`src/rtl/router_top.sv`:
```
// Ten independent dimension-ordered (XY) route computers for a 2-D mesh node.
// Latency: 1 cycle, dest_x/dest_y sampled on every rising edge into outport.
// Backpressure: none; the block accepts new coordinates every cycle.
module router_top #(
  parameter int CUR_X = 3,
  parameter int CUR_Y = 3
) (
  input  logic        clk,
  input  logic        rst,
  input  logic [29:0] dest_x,
  input  logic [29:0] dest_y,
  output logic [29:0] outport
);

  localparam logic [2:0] CX = 3'(CUR_X);
  localparam logic [2:0] CY = 3'(CUR_Y);

  localparam logic [2:0] P_LOCAL = 3'd0;
  localparam logic [2:0] P_EAST  = 3'd1;
  localparam logic [2:0] P_WEST  = 3'd2;
  localparam logic [2:0] P_NORTH = 3'd3;
  localparam logic [2:0] P_SOUTH = 3'd4;

  logic [29:0] next_port;

  // Per-channel XY decision: X is resolved first, Y only matters once X matches.
  always_comb begin
    next_port = '0;
    for (int k = 0; k < 10; k++) begin
      if (dest_x[3*k +: 3] > CX) begin
        next_port[3*k +: 3] = P_EAST;
      end else if (dest_x[3*k +: 3] < CX) begin
        next_port[3*k +: 3] = P_WEST;
      end else if (dest_y[3*k +: 3] > CY) begin
        next_port[3*k +: 3] = P_NORTH;
      end else if (dest_y[3*k +: 3] < CY) begin
        next_port[3*k +: 3] = P_SOUTH;
      end else begin
        next_port[3*k +: 3] = P_LOCAL;
      end
    end
  end

  // Register all ten codes each edge; reset forces every channel to LOCAL at once.
  always_ff @(posedge clk or posedge rst) begin
    if (rst) begin
      outport <= '0;
    end else begin
      outport <= next_port;
    end
  end

endmodule

```
`config.mk`:
```
export PLATFORM = sky130hd
export DESIGN_NAME = router_top
export DESIGN_NICKNAME = d
export VERILOG_FILES = /design/src/rtl/router_top.sv
export SDC_FILE = /design/constraint.sdc
export NUM_CORES = 1
export LEC_CHECK = 0
export ABC_AREA = 1
export CORE_UTILIZATION = 30
export CTS_CLUSTER_DIAMETER = 50
export DETAILED_ROUTE_END_ITERATION = 10
export PLACE_DENSITY = 0.79
export SLEW_MARGIN = 20
export SYNTH_ARGS = -nofsm -noshare
export SYNTH_HDL_FRONTEND = slang
export SYNTH_SLANG_ARGS = --single-unit
export TNS_END_PERCENT = 20
```
`constraint.sdc`:
```
create_clock -name clk -period 0.8 [get_ports clk]
set_input_delay 0.16 -clock clk [delete_from_list [all_inputs] [get_ports clk]]
set_output_delay 0.16 -clock clk [all_outputs]
set_load 0.01 [all_outputs]
```
[After elaboration in Yosys (flattened, before gate mapping)]
Cells that the tools add are included.
Operators by class
  magnitude comparators: 40
  multiplexer cells: 40
Operators by type and width (count)
  two-way mux 3 bit: 40
  > comparator 3 x 2 -> 1 bit (second input constant): 20
  less-than comparator 3 x 2 -> 1 bit (second input constant): 20
Word-level totals
  register bits: 30
  input port bits: 62
  output and inout bits: 30
  logic and storage cells: 81

[Logic depth before layout (Yosys ltp)]
Gate-level depths: netlist of the first run.
  word-level depth: 5
  mapped depth: 4
  mapped depth without buffers: 4

[Worst setup path after synthesis of the first run]
Ideal clock, no wire load.
  kind: reg2out
  from: register outport[0]
  to: output port outport[0]
  arrival: 0.376 ns
  data required time: 0.640 ns
  path slack: 0.264 ns
  stages on the path, launching flop included: 1
  buffers on the path: 0
  cells stage by stage: dfrtp_1
RTL lines
  from (decl): line 12  | output logic [29:0] outport
  from (signal assigned): line 49  | outport <= next_port;
No word-level cell between the ends.

[Worst setup path after layout of the first run]
  from: register outport[23]
  to: output port outport[23]
No word-level cell between the ends.

==> results of run 1 <==
through the flow:
stage / setup TNS, ps / cells / hold slack, ps / setup WS (ps)
global placement: -10030 / 282 / 514 / -218
global route: -4710 / 290 / 243 / -178
floorplan: 0 / 141 / 226 / 5.87
CTS: -4060 / 290 / 234 / -157
detailed placement: -10690 / 282 / 525 / -234
finish: -3640 / 290 / 234 / -139
metal layers:
metal  track usage (%)  up-vias  wire [um]
met2              24.9       49       1500
met4              7.98        0         46
met3              5.17        5        213
li1                  -      608          -
met5                 0        -          0
met1              14.1      510       1090
layout make-up:
cell class                      count  area share [%]
Timing Repair Buffer               93            37.2
Tap cell                           48            2.73
Inverter                           31            5.29
Clock buffer                        7            3.92
Multi-Input combinational cell     80            16.5
Sequential cell                    30            34.1
Clock inverter                      1           0.227
Yosys cell counts, drive strengths merged:
master / count / area share [%]
nor2: 40 / 16
inv: 31 / 9.5
dfrtp: 30 / 61
nand2: 30 / 9.2
a21oi: 10 / 4.1
worst paths after layout:
kind / from / endpoint / slack (ps) / cells after the start
min: rst / outport[7] / 230 / 3
max in group asynchronous: rst / outport[8] / 400 / 3
min in group clk: dest_x[13] / outport[12] / 480 / 3
max: outport[23] / outport[23] / -140 / 1
power by group:
group          total [mW]  leakage [nW]  internal (mW)  switching (mW)
logic               0.677         0.764          0.410           0.267
clock network        1.23        0.0482          0.693           0.537
registers            1.62         0.376           1.60          0.0202
cell families after synthesis:
| family | share of synthesized area (%) |
|---|---|
| flops | 61.0 |
| simple gates | 25.4 |
| compound gates | 4.07 |
| buf+inv | 9.46 |
repair_timing:
action | 4_1_cts | 5_1_grt
setup endpoints to repair | 30 | 30
cloned | 0 | 0
pin swaps | 0 | 0
gates resized for setup | 121 | 4
hold buffers | 0 | 0
==> flow_summary.toml, run 1 <==
[final_layout]
final_area_um2 = 2200
drive_gt1_share_pct = 24.4
layout.nets = 303
syn_to_final_growth_pct = 78.9
fillers = 362
largest_reg_flops = 30
top_regs = "outport (30)"
regArea_um2 = 751
regMostFlops = "outport"
multi_input_area_um2 = 363
fin_util_pct = 57.9
final_common_cell = "clkdlybuf4s50_1"
antennaDiodeCount = 0
mostFrequentLayoutCells = "clkdlybuf4s50_1 (61), inv_1 (31), nand2_1 (30), dfrtp_1 (30), buf_2 (25)"

[clock_tree]
clkTransAtPathRegs_ps = 60
root_buffer = "clkbuf_8"
clkSinkCount = 30
h-tree-depth = 2
numCtsBuffers = 5
cts_buffer_depth = 2
tritoncts = "built"
post_cts_buffers = 0

[timing]
timing.final.crit_share_pct = 117
slew_headroom_pct = 90.7
period_needed_ps = 939
maxSlewViolCount = 0
setup_slack_ps = -139
rsz0062_at_grt = "yes"
max_freq_mhz = 1060
report.final.hold_viol_count = 0
setup_viol = 30
tightest_slew_ps = 140

[yosys]
ys_seq_elements = 30
syn_nets = 203
synth.distinct_cells = 6
ys_warn_count = 0
synth_cells = 141
ys_seq_area_share_pct = 61.0
synthesis.area_um2 = 1230
avgSynthCellArea_um2 = 8.72

[flow_run]
maxCapViolations = 0

[critical_path]
worstSetupStartpointType = "register"
critPathCaptureType = "primary output"
cp_slowest_cell = "dfrtp_1"
critPathTopFamily = "flip-flops"
critPathMaxFanout = 1
worst_path_largest_cell_delay_ps = 370
cp.buffers_inverters = 1
crit_required_ps = 640
crit_chain = "buf_2"
path_class = "register to primary output"
cp.arrival_ps = 780

[pwr]
p_per_area_nw_per_um2 = 1600
leakagePower_nw = 1.19
vdd_drop_max_uv = 625
power.total_mw = 3.53

[die]
die_area_um2 = 4360
die_x_um = 66.0
chipHeight_um = 66.0
start_util_pct = 32.4
boundaryPins = 92
core-area_um2 = 3800
fp-row-count = 22

[placed_design]
dp_hpwl_um = 2300
io_buffer_count = 91
place_area_um2 = 2230
gp_congestion = 0.704

[global_routing]
grt_use_total_pct = 14.1
grt_pass1_vias = 1071
antenna_found_initial = 0
grt_pass1_wl_um = 4460
grt_max_degree = 26
global_route.overflow_total = 0

[drt]
wl_per_cell_um = 9.81
vias_per_cell = 4.04
post-route-drc-count = 0
drt_pre_antenna_iters = 3
ant_nets = 0
wl_um = 2850
drt_iter0_drc = 55
vias = 1172

[worst_hold_path]
min_path_type = "input pin to asynchronous set/reset pin"

[status]
violations = "negative setup slack"
status = "finished with violations"
Note: power is estimated with default switching activity, not from simulation.
==> run 2: changes to the inputs <==
--- a/config.mk
+++ b/config.mk
@@ -10,7 +10,6 @@
 export CTS_CLUSTER_DIAMETER = 50
 export DETAILED_ROUTE_END_ITERATION = 10
 export PLACE_DENSITY = 0.79
-export SLEW_MARGIN = 20
 export SYNTH_ARGS = -nofsm -noshare
 export SYNTH_HDL_FRONTEND = slang
 export SYNTH_SLANG_ARGS = --single-unit
==> results of run 2 <==
No change in the layout: final DEF, timing and power equal those of run 1.
